===== src/rtl/hilo_divider.sv =====
// Multi-cycle restoring divider for the HI/LO pair: quotient -> LO, remainder -> HI.
// Define DIV_SIGNED_EN to honour is_signed (DIV); without it every operation is DIVU.
module hilo_divider #(
   parameter int WIDTH = 32
) (
   input  logic             clk,
   input  logic             reset,
   input  logic             start,
   input  logic             abort,
   input  logic             is_signed,
   input  logic [WIDTH-1:0] dividend,
   input  logic [WIDTH-1:0] divisor,
   output logic             busy,
   output logic             done,
   output logic [WIDTH-1:0] quotient,
   output logic [WIDTH-1:0] remainder,
   output logic             div_zero
);

   localparam int CW = $clog2(WIDTH + 1);
   localparam logic [WIDTH-1:0] ONE      = {{(WIDTH-1){1'b0}}, 1'b1};
   localparam logic [WIDTH-1:0] ALL_ONES = {WIDTH{1'b1}};

   typedef enum logic [1:0] {
      S_IDLE = 2'd0,
      S_CALC = 2'd1,
      S_FIX  = 2'd2
   } state_t;

   state_t           r_state;
   state_t           w_next;
   logic [CW-1:0]    r_count;
   logic [WIDTH-1:0] r_rem;
   logic [WIDTH-1:0] r_quo;
   logic [WIDTH-1:0] r_dvs_mag;
   logic [WIDTH-1:0] r_dvd_orig;
   logic             r_dvs_zero;
   logic             r_busy;
   logic             r_done;
   logic [WIDTH-1:0] r_quotient;
   logic [WIDTH-1:0] r_remainder;
   logic             r_div_zero;

   logic             w_load;
   logic             w_step;
   logic             w_fix;
   logic [WIDTH-1:0] w_dvd_mag;
   logic [WIDTH-1:0] w_dvs_mag;
   logic [WIDTH:0]   w_shift;
   logic [WIDTH:0]   w_trial;
   logic [WIDTH-1:0] w_quo_fix;
   logic [WIDTH-1:0] w_rem_fix;

`ifdef DIV_SIGNED_EN
   logic r_q_neg;
   logic r_r_neg;
   logic w_dvd_neg;
   logic w_dvs_neg;

   // Operand magnitudes and result signs for DIV semantics.
   always_comb begin
      w_dvd_neg = is_signed & dividend[WIDTH-1];
      w_dvs_neg = is_signed & divisor[WIDTH-1];
      if (w_dvd_neg) begin
         w_dvd_mag = ~dividend + ONE;
      end else begin
         w_dvd_mag = dividend;
      end
      if (w_dvs_neg) begin
         w_dvs_mag = ~divisor + ONE;
      end else begin
         w_dvs_mag = divisor;
      end
   end

   // Sign latch; remainder follows the dividend so division truncates toward zero.
   always_ff @(posedge clk or posedge reset) begin
      if (reset) begin
         r_q_neg <= 1'b0;
         r_r_neg <= 1'b0;
      end else if (w_load) begin
         r_q_neg <= w_dvd_neg ^ w_dvs_neg;
         r_r_neg <= w_dvd_neg;
      end
   end

   // Sign correction applied in FIX; divide-by-zero overrides it.
   always_comb begin
      if (r_dvs_zero) begin
         w_quo_fix = ALL_ONES;
         w_rem_fix = r_dvd_orig;
      end else begin
         if (r_q_neg) begin
            w_quo_fix = ~r_quo + ONE;
         end else begin
            w_quo_fix = r_quo;
         end
         if (r_r_neg) begin
            w_rem_fix = ~r_rem + ONE;
         end else begin
            w_rem_fix = r_rem;
         end
      end
   end
`else
   logic w_unused_mode;
   assign w_unused_mode = is_signed;

   // Unsigned build: operands are already magnitudes.
   always_comb begin
      w_dvd_mag = dividend;
      w_dvs_mag = divisor;
   end

   // FIX copies results unchanged so latency matches the signed build.
   always_comb begin
      if (r_dvs_zero) begin
         w_quo_fix = ALL_ONES;
         w_rem_fix = r_dvd_orig;
      end else begin
         w_quo_fix = r_quo;
         w_rem_fix = r_rem;
      end
   end
`endif

   // One restoring step: shift rem:quo, trial-subtract; the extra bit carries the borrow.
   always_comb begin
      w_shift = {r_rem, r_quo[WIDTH-1]};
      w_trial = w_shift - {1'b0, r_dvs_mag};
   end

   // FSM state register.
   always_ff @(posedge clk or posedge reset) begin
      if (reset) begin
         r_state <= S_IDLE;
      end else begin
         r_state <= w_next;
      end
   end

   // FSM next state; abort returns to IDLE from any busy state.
   always_comb begin
      w_next = r_state;
      case (r_state)
         S_IDLE: begin
            if (start) begin
               w_next = S_CALC;
            end else begin
               w_next = S_IDLE;
            end
         end
         S_CALC: begin
            if (abort) begin
               w_next = S_IDLE;
            end else if (r_count == CW'(1)) begin
               w_next = S_FIX;
            end else begin
               w_next = S_CALC;
            end
         end
         S_FIX:   w_next = S_IDLE;
         default: w_next = S_IDLE;
      endcase
   end

   // FSM control outputs.
   always_comb begin
      w_load = 1'b0;
      w_step = 1'b0;
      w_fix  = 1'b0;
      case (r_state)
         S_IDLE:  w_load = start;
         S_CALC:  w_step = ~abort;
         S_FIX:   w_fix  = ~abort;
         default: w_load = 1'b0;
      endcase
   end

   // Datapath: operand capture, iteration, and result registers.
   always_ff @(posedge clk or posedge reset) begin
      if (reset) begin
         r_count     <= {CW{1'b0}};
         r_rem       <= {WIDTH{1'b0}};
         r_quo       <= {WIDTH{1'b0}};
         r_dvs_mag   <= {WIDTH{1'b0}};
         r_dvd_orig  <= {WIDTH{1'b0}};
         r_dvs_zero  <= 1'b0;
         r_busy      <= 1'b0;
         r_done      <= 1'b0;
         r_quotient  <= {WIDTH{1'b0}};
         r_remainder <= {WIDTH{1'b0}};
         r_div_zero  <= 1'b0;
      end else begin
         if (w_load) begin
            r_count    <= CW'(WIDTH);
            r_rem      <= {WIDTH{1'b0}};
            r_quo      <= w_dvd_mag;
            r_dvs_mag  <= w_dvs_mag;
            r_dvd_orig <= dividend;
            r_dvs_zero <= (divisor == {WIDTH{1'b0}});
         end else if (w_step) begin
            r_count <= r_count - CW'(1);
            if (w_trial[WIDTH]) begin
               r_rem <= w_shift[WIDTH-1:0];
               r_quo <= {r_quo[WIDTH-2:0], 1'b0};
            end else begin
               r_rem <= w_trial[WIDTH-1:0];
               r_quo <= {r_quo[WIDTH-2:0], 1'b1};
            end
         end
         if (w_fix) begin
            r_quotient  <= w_quo_fix;
            r_remainder <= w_rem_fix;
            r_div_zero  <= r_dvs_zero;
         end
         r_done <= w_fix;
         r_busy <= (w_next != S_IDLE);
      end
   end

   assign busy      = r_busy;
   assign done      = r_done;
   assign quotient  = r_quotient;
   assign remainder = r_remainder;
   assign div_zero  = r_div_zero;

endmodule


===== config.mk =====
export PLATFORM = sky130hd
export DESIGN_NAME = hilo_divider
export DESIGN_NICKNAME = d
export VERILOG_FILES = /design/src/rtl/hilo_divider.sv
export SDC_FILE = /design/constraint.sdc
export NUM_CORES = 1
export LEC_CHECK = 0
export CORE_ASPECT_RATIO = 1.2
export CORE_MARGIN = 8
export CORE_UTILIZATION = 49
export CTS_CLUSTER_DIAMETER = 120
export DETAILED_ROUTE_END_ITERATION = 10
export MAX_ROUTING_LAYER = met4
export PLACE_DENSITY = 0.72
export SLEW_MARGIN = 10
export SYNTH_ARGS = -nofsm -noshare
export SYNTH_HDL_FRONTEND = slang
export SYNTH_SLANG_ARGS = --single-unit

===== constraint.sdc =====
create_clock -name clk -period 8.7 [get_ports clk]
set_input_delay 2.61 -clock clk [delete_from_list [all_inputs] [get_ports clk]]
set_output_delay 2.61 -clock clk [all_outputs]
set_load 0.05 [all_outputs]

# After elaboration in Yosys (flattened, before gate mapping)
# Index checks and enable logic that the tools add are counted.
# word_totals
n_memories	0
mem_bits_ro	0
ram_bits	0
latchBits	0
output_inout_bits	67
ff_bits	204
elab_cells	39
in_bits	69
# op_classes
n_reduce_logical	4
n_mux	17
div	0
n_mul	0
order_cmp	0
bitwise	1
n_eq_ne	3
addsub	2
n_shift	0
# ops
cell	n
$mux 32	7
$sub 33x32->33	1
$logic_not 32->1	1
$mux 6	2
$eq 6x1->1 const B	1
$sub 6x1->6 const B	1
$mux 1	5
$mux 2	2
$pmux 2 s2	1
$reduce_bool 2->1	2
$eq 2x1->1 const B	1
$eq 2x2->1 const B	1
$logic_not 2->1	1
$not 1->1	1

# Depth between registers and ports, before layout
# Gate-level depths: netlist of the first run.
# logic_depth
depth_word	5
mapped_depth	14
mapped_depth_nobuf	12

# Worst setup path before layout of the first run
# Ideal clock, no wire load.
# synth_path
path_type	in2reg
from	in abort
to	reg r_quo[11]
arrival_ns	3.772
setup_time_ns	0.134
cell_stages	5
required_time_ns	8.566
setup_slack_ns	4.794
n_path_buf	2
path_cell_list	or3b_2 clkbuf_1 buf_1 mux2i_1 o21ai_0
# synth_via
elab_chain_cells	3
# synth_lines
element	line	rtl
start: declaration	9	input logic abort,
$not 1->1	174	S_CALC: w_step = ~abort;
$mux 1	172	case (r_state)
$reduce_bool 2->1 (no line)	-	
end signal: assignment	185	r_quo <= {WIDTH{1'b0}};
end signal: assignment	198	r_quo <= w_dvd_mag;
end signal: assignment	206	r_quo <= {r_quo[WIDTH-2:0], 1'b0};
end: declaration	34	logic [WIDTH-1:0] r_quo;
# Every way passes these cells.
# A chain may end at the register's enable or synchronous reset.

# Final worst setup path of the first run
# layout_path
from	in abort
to	reg r_rem[31]
# layout_via
elab_chain_cells	3
# layout_lines
element	line	rtl
$not 1->1	174	
$mux 1	172	
$reduce_bool 2->1 (no line)	-	
end signal: assignment	184	r_rem <= {WIDTH{1'b0}};
end signal: assignment	197	r_rem <= {WIDTH{1'b0}};
end signal: assignment	205	r_rem <= w_shift[WIDTH-1:0];
end: declaration	33	logic [WIDTH-1:0] r_rem;
# Every way passes these cells.

==> results.md, run 1 <==
* Synth Area in Simple Gates at 0.187
* Crit path max fanout at 36
* Vias at 8,914
* Gate power share at 0.362
* EDFF count, synth at 0
* Post-layout nets at 1,381
* Status: finished clean
* Pint at 2330 µW
* Fmax at 0.225 GHz
* Die area at roughly 0.027 mm²
* Compound-gate portion of the synthesized area at 0.173
* Max_cap viols at 0
* Switching Share at 0.381
* CTS Sinks at 204
* Number of global-route vias before repair at 8,440
* Fin. max-slew vios at 0
* Ys async rst share at 1.00
* CTS max path bufs at 3
* Clk slew on worst S/H paths at about 0.06 ns
* Leakage power at 0.00585 µW
* # IOs at 136
* Post-synthesis average cell area at 8.91 µm²
* Layout area overhead at 21.3%
* Vias per cell at roughly 5.7
* Buffers on Ports at ~130
* WP data required at 9.14 ns
* Die Y-Extent at around 180 µm
* Post-route design area at 0.0128 mm²
* Starting Density at 0.493
* Distinct cells, synth at 68
* Worst setup SP type: input port
* Adder-cell share of the synthesized area at 0.0420
* # fillers at 1,879
* WS Path Type: in -> reg
* Clock share of power at 0.272
* PostCTS Resize Cnt at 0
* Post-Syn Area at 0.0106 mm²
* Hold WC Path Type: reg -> reg
* Final min period at ~4.4 ns
* Initial antenna violation count at 0
* Mux share of post-synthesis cell area at 0.0503
* Routed len/inst at ~18 µm
* Worst Hold Slack at between 0.4 and 0.5 ns
* Largest net degree at the start of global routing at 138
* CTS tree: built
* P_sw at roughly 1400 µW
* Clock latency on the worst-skew pair at 0.50 ns
* Total Power Consumption at 3760 µW
* Reg power frac at 0.367
* Detailed Route WL at 28.9 mm
* Worst-Margin Slew at 1.23 ns
* Yosys reg bits at 204
* Main flop type after synthesis: dfrtp_1
* Total setup buffers inserted after CTS at 0
* Remaining DRCs at 0
* Commonest non-fill, non-tap cell in the layout: nand2_1
* Setup Skew at approximately 0.010 ns
* Post-Syn Instances at ~1,200
* Grt ovf at 0
* GPL Wtd Cong at 0.894
* First-pass GRT wire length at 46.0 mm
* Utilization after layout at 0.598
* Crit path DAT at 4.88 ns
* Mapped Nets at 1,293
* Placed cell areas at 0.0121 mm²
* Endpoint class of the critical path: register
* Largest family of logic cells by synthesized area: simple AND/OR/NAND/NOR gates
* Row count at 59
* Final period util at 0.511
* PD cells at 292 mW/mm²
* Routed Antenna Nets at 0
* Final total negative setup slack at 0 ns
* DRT Pass-1 Iters at 5
* Core ar. at around 0.021 mm²
* DR iter-0 viols at 620
* Post-Synth XOR/XNOR Area at 0.0190
* Commonest non-fill, non-tap cells in the layout: 242 x nand2_1, 203 x dfrtp_1, 134 x clkdlybuf4s50_1
* Sequential cell area fraction in the yosys report at 0.482
* Synth warn at 0
* Layout cells sized above 1 at 0.0565
* DPL Wire Length at slightly above 20 mm
* Number of CTS-inserted buffers at 22
* Fin. Hold Viols at 0
* GRT Overall Usage at 0.223
* Antenna cells at 0
* Clock root cell: clkbuf_16
* Maximum vdd drop at roughly 200 µV
* RSZ-0062 raised after global routing: no
* Die width at 150 µm
* Post-CTS Hold Buffers at 0
* Worst slew margin at 0.180
* Setup-failing EPs final at 0
* H-tree depth at 1
registers in the layout (all words and copies together), names as in the netlist:
name / flops
r_dvs_zero: 1
r_quo: 32
quotient: 32
r_count: 6
remainder: 32
r_rem: 32
busy: 1
r_dvs_mag: 32
done: 1
div_zero: 1
r_dvd_orig: 32
r_state: 2
stage by stage:
| stage | setup slack (ns) | cells |
|---|---|---|
| 2_1_floorplan | 0.523 | 1189 |
| 3_3_place_gp | 3.84 | 1527 |
| 3_5_place_dp | 3.82 | 1527 |
| 4_1_cts | 4.28 | 1566 |
| 5_1_grt | 4.15 | 1566 |
| 6_report | 4.26 | 1566 |
area by class of cell:
cell class              count  area [µm²]  share of cell area
clock buffers              29         638              0.0497
clock inverters            10         160              0.0125
inverters                  48         188              0.0146
multi-input cells         858        5010               0.390
flip-flops and latches    204        5110               0.397
well taps                 274         343              0.0267
repair buffers            143        1410               0.110
per-layer routing:
layer  vias up  track usage  part of all wire
li1       4309            -                 -
met1      4255        0.306              0.45
met2       308        0.336              0.45
met3        42       0.0251             0.062
met4         0       0.0834             0.035
met5         -            -                 0
cell usage after synthesis (all sizes together), types with 4 or more instances:
library cell / number / area, µm²
or3: 7 / 43.8
dfrtp: 204 / 5100
xor2: 8 / 70.1
buf: 15 / 80.1
a22oi: 16 / 120
nor2: 122 / 460
nor4: 11 / 68.8
nand2: 242 / 908
and2: 5 / 31.3
nor3: 10 / 55.1
o221ai: 8 / 88.8
a21oi: 99 / 499
mux2i: 51 / 510
nand3: 12 / 60.1
inv: 48 / 180
o311ai: 4 / 35.0
o31ai: 4 / 30.0
a2111oi: 5 / 50.0
o21ai: 68 / 340
o211ai: 24 / 180
nand4: 25 / 156
clkbuf: 64 / 240
ha: 34 / 425
a21o: 18 / 135
xnor2: 15 / 131
and3: 5 / 31.3
nor3b: 4 / 30.0
o2111ai: 4 / 35.0
a211oi: 5 / 47.5
o21a: 8 / 60.1
worst paths after layout:
path,slack [ns],to,from,cells past startpoint
setup / recovery,4.26,r_rem[31]$_DFFE_PP0P_,abort,4
hold / removal,0.48,r_dvd_orig[6]$_DFFE_PP0P_,r_dvd_orig[6]$_DFFE_PP0P_,2
setup reg to reg,4.49,r_rem[21]$_DFFE_PP0P_,r_quo[31]$_DFFE_PP0P_,12
hold reg to reg,0.48,r_dvd_orig[6]$_DFFE_PP0P_,r_dvd_orig[6]$_DFFE_PP0P_,2
max in group asynchronous,4.57,remainder[22]$_DFFE_PP0P_,reset,3
min in group asynchronous,2.72,remainder[4]$_DFFE_PP0P_,reset,2
power by group through the flow:
stage	Combinational (µW)	Sequential [µW]	Clock [µW]
floorplan	627	1680	0
global placement	1340	1380	0
global route	1480	1410	1080
CTS	1370	1380	1030
finish	1360	1380	1020
detailed placement	1360	1390	0
worst max-delay path, cell delays in order:
cell	delay, ns
clkdlybuf4s50_1	0.46
or3b_2	0.92
a2111oi_0	0.68
a311o_1	0.19
logic make-up (layout without fill, tap and decap cells):
kind of cell,after synthesis,after routing
and+or+nand+nor,461,461
DFF,204,204
adders and majority gates,35,35
buffers and inverters,127,230
muxes,53,53
xor gates and xnor gates,23,23
AOI/OAI and AO/OA,286,286
No activity file was read; power rests on OpenSTA's default activity.
==> run 2: changes to the inputs <==
Clock period 8.7 ns to 4.5 ns, I/O delays scaled along.
==> run 2 against run 1 <==
  * Worst hold slack hardly changed
  * Register-to-register slack got worse by 3.6 ns
  * Core utilization grew 0.63 points
  * First-iteration DRC count is 5.3% higher
  * Sequential cell count did not move
  * Die area did not move
  * Power up 91%
  * Via count barely moved
  * Largest power group unchanged
==> results.md, run 2 (synthesis gave the netlist of run 1 again) <==
* Largest net degree at the start of global routing at 81 (-41%)
* Register area at 0.00511 mm² (unchanged)
* Routed len/inst at 18.4 µm (-0.37%)
* Commonest non-fill, non-tap cell in the layout: nand2_1
* First-pass GRT wire length at 46.5 mm (+1.2%)
* Clock latency on the worst-skew pair at 0.51 ns (about the same)
* Post-CTS Hold Buffers at 0 (unchanged)
* Status: finished clean
* Worst-Margin Slew at 1.10 ns (-0.128 ns)
* Crit path DAT at 3.94 ns (-0.94 ns)
* DR iter-0 viols at 653 (+5.3%)
* Final min period at ~3.6 ns
* Switching Share at 0.385 (+0.00453)
* GPL Wtd Cong at 0.879 (-1.7%)
* P_sw at 2770 µW (+93%)
* Worst hold endpoint: r_dvd_orig[4]$_DFFE_PP0P_
* Setup-failing EPs final at 0 (unchanged)
* Die area at 0.0266 mm² (unchanged)
* PD cells at 552 mW/mm² (+89%)
* Non-filler cells, final at 1,582 (+1.0%)
* Detailed Route WL at 29.1 mm (+0.65%)
* Buffers on Ports at 134 (unchanged)
* Fmax at 0.280 GHz
* Initial antenna violation count at 1 (+1)
* Worst setup SP type: register
* Starting Density at 0.493 (unchanged)
* Commonest non-fill, non-tap cells in the layout: 242 x nand2_1, 203 x dfrtp_1, 134 x clkdlybuf4s50_1
* Max_cap viols at 0 (unchanged)
* Reg power frac at 0.372 (+0.005)
* Reg-to-reg critical path startpoint: r_quo[31]$_DFFE_PP0P_
* Fin. max-slew vios at 0 (unchanged)
* Setup Skew at 0.0110 ns (+0.000599 ns)
* Hold WC Path Type: reg -> reg
* Final total negative setup slack at 0 ns (unchanged)
* Reg2reg setup slack at 0.92 ns (-3.57 ns)
* # IOs at 136 (unchanged)
* Number of global-route vias before repair at 8,656 (+2.6%)
* PostCTS Resize Cnt at 0 (unchanged)
* Endpoint class of the critical path: register
* Row count at 59 (unchanged)
* Final period util at 0.795
* Die Y-Extent at 177 µm (unchanged)
* CTS Sinks at 204 (unchanged)
* GRT Overall Usage at 0.227 (+0.00334)
* Vias at 8,921 (+0.079%)
* Routed Antenna Nets at 0 (unchanged)
* Fin. Hold Viols at 0 (unchanged)
* # fillers at 1,910 (+1.6%)
* Maximum vdd drop at 362 µV (+85%)
* Utilization after layout at 0.605 (+0.00635)
* Vias per cell at 5.64 (-0.93%)
* CTS max path bufs at 3 (unchanged)
* Post-layout nets at 1,397 (+1.2%)
* Gate power share at 0.368 (+0.006)
* WS Path Type: reg -> reg
* Crit path max fanout at 21 (-42%)
* Worst setup startpoint: r_quo[31]$_DFFE_PP0P_
* Placed insts at 1,542 (+0.98%)
* Clk slew on worst S/H paths at 0.06 ns (about the same)
* Reg2Reg Capture Point: r_rem[18]$_DFFE_PP0P_
* Total setup buffers inserted after CTS at 0 (unchanged)
* Pre-CTS WS at 0.991 ns (-2.83 ns)
* Leakage power at 0.00592 µW (+1.1%)
* CTS tree: built
* Pint at 4410 µW (+90%)
* H-tree depth at 1 (unchanged)
* DRT Pass-1 Iters at 7 (+2)
* Remaining DRCs at 0 (unchanged)
* Layout area overhead at 22.6%
* Core ar. at 0.0215 mm² (unchanged)
* Worst slew margin at 0.266 (+0.0862)
* Total Power Consumption at 7170 µW (+91%)
* Clock share of power at 0.259 (-0.013)
* Clock root cell: clkbuf_16
* Number of CTS-inserted buffers at 23 (+4.5%)
* Die width at 150 µm (unchanged)
* WP data required at 4.86 ns (-4.28 ns)
* Worst Reg-to-Reg Cells at 14 (+2)
* Hold Crit Start: r_dvd_orig[4]$_DFFE_PP0P_
* RSZ-0062 raised after global routing: no
* Hold path cells at 2 (unchanged)
* Multi-input logic area at 0.00501 mm² (unchanged)
* Final worst slack at 0.923 ns (-3.33 ns)
* Layout cells sized above 1 at 0.0666 (+0.0101)
* DPL Wire Length at 21.8 mm (+5.2%)
* Grt ovf at 0 (unchanged)
## run 2: changes by cell type in the layout (fill, tap and decap cells not counted), sizes merged
cell | previous run | this run
buf | 9 | 24
bufinv | 4 | 1
clkbuf | 29 | 34
clkinv | 5 | 3
clkinvlp | 1 | 2
diode | 0 | 1
inv | 48 | 47
## run 2: metal layers
| metal | wire length (µm) | share of wire | global-route usage | up-vias |
|---|---|---|---|---|
| met2 | 13400 | 0.46 | 0.354 | 310 |
| met5 | 0 | 0 | - | - |
| li1 | - | - | - | 4335 |
| met3 | 1700 | 0.058 | 0.0271 | 52 |
| met1 | 12900 | 0.44 | 0.297 | 4224 |
| met4 | 1090 | 0.038 | 0.0893 | 0 |
## run 2: how the worst max path moves through the flow
stage	depth (start not counted)	end	slack, ns
finish	14	r_rem[18]$_DFFE_PP0P_	0.92
floorplan	1	busy$_DFF_PP0_	0.51
CTS	13	r_rem[27]$_DFFE_PP0P_	0.95
detailed placement	13	r_rem[27]$_DFFE_PP0P_	0.99
global placement	13	r_rem[27]$_DFFE_PP0P_	1.06
global route	13	r_rem[27]$_DFFE_PP0P_	0.70
## run 2: stage by stage
step / hold WS [ns] / area [µm²]
finish: 0.480 / 13000
global route: 0.509 / 13000
CTS: 0.483 / 13000
detailed placement: 0.466 / 12200
global placement: 0.459 / 12200
floorplan: 0.445 / 10600
## run 2: cell type report
type,instances,share of cell area
repair buffers,158,0.122
clock buffers,34,0.0537
clock inverters,5,0.00491
multi-input cells,858,0.385
diodes,1,0.000193
flip-flops and latches,204,0.393
inverters,48,0.0142
well taps,274,0.0264
## run 2: power groups by stage
stage | combinational, µW | clock, µW | sequential, µW
finish | 2640 | 1860 | 2670
global route | 2890 | 1970 | 2730
CTS | 2660 | 1900 | 2670
detailed placement | 2640 | 0 | 2690
global placement | 2600 | 0 | 2680
floorplan | 1210 | 0 | 3250
## run 2: critical path, stage by stage, from the launching register on
cell and delay, ns:
dfrtp_1 0.42, inv_1 0.12, ha_1 0.17, inv_1 0.05
fa_1 0.42, a211oi_1 0.36, o211ai_1 0.19, a21oi_2 0.15
buf_4 0.17, a21o_1 0.20, a211oi_2 0.13, or3_1 0.50
buf_4 0.29, a21oi_1 0.16, o32ai_1 0.10
==> run 3: changes to the inputs <==
Settings changed: PLACE_DENSITY 0.72 to 0.75.
Clock period 4.5 ns to 3 ns, I/O delays scaled along.
==> run 3 against run 2 <==
  * Final area is 7.7% higher
  * Power is 58% higher
  * Combinational power is 69% higher
  * Die area stayed put
  * Clock skew is 0.0016 ns lower
  * Core utilization is 4.7 points higher
  * Critical endpoint is now r_rem[27]$_DFFE_PP0P_
  * Maximum frequency is 20% higher
  * Sequential share of layout area is 2.8 points lower
==> results.md, run 3 (synthesis gave the netlist of run 1 again) <==
* Max incr delay on CP at 0.52 ns (+0.02 ns)
* Fin. Hold Viols at 0 (unchanged)
* DRT Pass-1 Iters at 5 (-2)
* # fillers at 1,740 (-8.9%)
* Fmax at 0.336 GHz (+20%)
* Die area at 0.0266 mm² (unchanged)
* CTS tree: built
* GPL Wtd Cong at 0.910 (+3.5%)
* Reg-to-reg critical path startpoint: r_rem[6]$_DFFE_PP0P_
* Crit path depth at 11 (-3)
* DR iter-0 viols at 755 (+16%)
* Final min period at 2.98 ns (-0.599 ns)
* # IOs at 136 (unchanged)
* Largest net degree at the start of global routing at 87 (+7.4%)
* Worst-Margin Slew at 0.992 ns (-0.108 ns)
* Reg2reg setup slack at 0.02 ns (-0.90 ns)
* Remaining DRCs at 0 (unchanged)
* H-tree depth at 1 (unchanged)
* DPL Wire Length at 23.0 mm (+5.3%)
* Slowest-stage cell, CP: or4_4
* Fin. max-slew vios at 0 (unchanged)
* Post-CTS Hold Buffers at 0 (unchanged)
* Max_cap viols at 0 (unchanged)
* Core ar. at 0.0215 mm² (unchanged)
* Leakage power at 0.00646 µW (+9.1%)
* Post-layout nets at 1,501 (+7.4%)
* Routed len/inst at 18.6 µm (+0.91%)
* Detailed Route WL at 31.3 mm (+7.5%)
* Final period util at 0.993 (+0.198)
* CTS max path bufs at 3 (unchanged)
* Buffers on Ports at 134 (unchanged)
* Maximum vdd drop at 613 µV (+70%)
* PD cells at 809 mW/mm² (+46%)
* Clock latency on the worst-skew pair at 0.50 ns (about the same)
* Initial antenna violation count at 0 (-1)
* Final worst slack at 0.0224 ns (-0.901 ns)
* Worst setup SP type: register
* CP cell instances: ha_1 -> o21ai_1 -> a2111oi_4 -> a21oi_2 -> a21o_1 -> a211oi_2 -> buf_4 -> nor3_4 -> buf_4 -> or4_4 -> o221ai_2
* Count of buffer and inverter cells on the critical path at 2 (-2)
* Number of CTS-inserted buffers at 21 (-8.7%)
* First-pass GRT wire length at 49.0 mm (+5.3%)
* Layout cells sized above 1 at 0.151 (+0.0843)
* Routed Antenna Nets at 0 (unchanged)
* Die Y-Extent at 177 µm (unchanged)
* Reg2Reg Capture Point: r_rem[27]$_DFFE_PP0P_
* Crit path DAT at 3.40 ns (-0.54 ns)
* Pre-CTS WS at -0.178 ns (-1.17 ns)
* Clk slew on worst S/H paths at 0.07 ns (about the same)
* Worst slew margin at 0.338 (+0.0723)
* Layout area overhead at 32.0%
* Endpoint class of the critical path: register
* CTS Sinks at 204 (unchanged)
* Worst setup startpoint: r_rem[6]$_DFFE_PP0P_
* Vias per cell at 5.68 (+0.76%)
* Hold WC Path Type: reg -> reg
* Vias at 9,580 (+7.4%)
* Most used cell along the critical path: buf_4
* Number of global-route vias before repair at 9,319 (+7.7%)
* Crit path max fanout at 6 (-71%)
* Clock root cell: clkbuf_16
* WS Path Type: reg -> reg
* Status: finished clean
* WP data required at 3.42 ns (-1.44 ns)
* Worst Reg-to-Reg Cells at 11 (-3)
* Commonest non-fill, non-tap cells in the layout: 242 x nand2_1, 203 x dfrtp_1, 134 x clkdlybuf4s50_1
* Starting Density at 0.493 (unchanged)
* Commonest non-fill, non-tap cell in the layout: nand2_1
* Setup Skew at 0.00940 ns (-0.00159 ns)
* Antenna cells at 0 (-1)
* Grt ovf at 0 (unchanged)
* Final total negative setup slack at 0 ns (unchanged)
* CP Capture Point: r_rem[27]$_DFFE_PP0P_
* Top Family by Delay on Critical Path: compound AO/OA/AOI/OAI gates
* Die width at 150 µm (unchanged)
* Row count at 59 (unchanged)
* Setup-failing EPs final at 0 (unchanged)
* GRT Overall Usage at 0.238 (+0.0108)
* RSZ-0062 raised after global routing: yes
## run 3: power breakdown
part,internal (µW),switching (µW),total (µW)
Combinational,1740,2720,4450
Clock,1740,1120,2850
Sequential,3510,506,4010
## run 3: area by class of cell
type / count / area, µm² / share of cell area
well taps: 274 / 343 / 0.0245
repair buffers: 264 / 2430 / 0.174
multi-input cells: 858 / 5170 / 0.370
inverters: 48 / 184 / 0.0131
clock buffers: 28 / 592 / 0.0423
clock inverters: 10 / 161 / 0.0115
flip-flops and latches: 204 / 5110 / 0.365
## run 3: stage by stage
stage	hold slack, ns	instances	cell area (µm²)	util	total power [µW]
after floorplan	0.445	1189	10600	-	6700
after global placement	0.460	1633	12900	0.603	8200
after detailed placement	0.465	1633	12900	0.603	8310
after CTS	0.481	1678	13800	0.642	11300
after global routing	0.504	1686	14000	0.651	11900
final	0.483	1686	14000	0.651	11300
## run 3: what timing repair did
| item | 4_1_cts | 5_1_grt |
|---|---|---|
| pin swaps | 8 | 11 |
| endpoints found under the hold margin | 0 | 0 |
| buffers inserted | 7 | 8 |
| gates resized for setup | 14 | 25 |
| setup endpoints to repair | 31 | 33 |
## run 3: how the worst min path moves through the flow
stage | from | to | slack, ns | cells past startpoint
5_1_grt | r_dvd_orig[31]$_DFFE_PP0P_ | r_dvd_orig[31]$_DFFE_PP0P_ | 0.50 | 2
3_5_place_dp | r_dvd_orig[0]$_DFFE_PP0P_ | r_dvd_orig[0]$_DFFE_PP0P_ | 0.46 | 2
2_1_floorplan | r_dvd_orig[0]$_DFFE_PP0P_ | r_dvd_orig[0]$_DFFE_PP0P_ | 0.45 | 2
4_1_cts | r_dvd_orig[0]$_DFFE_PP0P_ | r_dvd_orig[0]$_DFFE_PP0P_ | 0.48 | 2
3_3_place_gp | r_dvd_orig[31]$_DFFE_PP0P_ | r_dvd_orig[31]$_DFFE_PP0P_ | 0.46 | 2
6_report | r_dvd_orig[30]$_DFFE_PP0P_ | r_dvd_orig[30]$_DFFE_PP0P_ | 0.48 | 2
## run 3: worst min-delay path, stage by stage (launching register included)
cell	delay, ns
dfrtp_1	0.34
nand2_1	0.05
nand2_1	0.06
## run 3: routing by layer
layer,track usage,vias to the layer above,part of all wire
li1,-,4544,-
met2,0.375,378,0.47
met5,-,-,0
met3,0.0274,68,0.068
met4,0.105,0,0.043
met1,0.304,4590,0.42
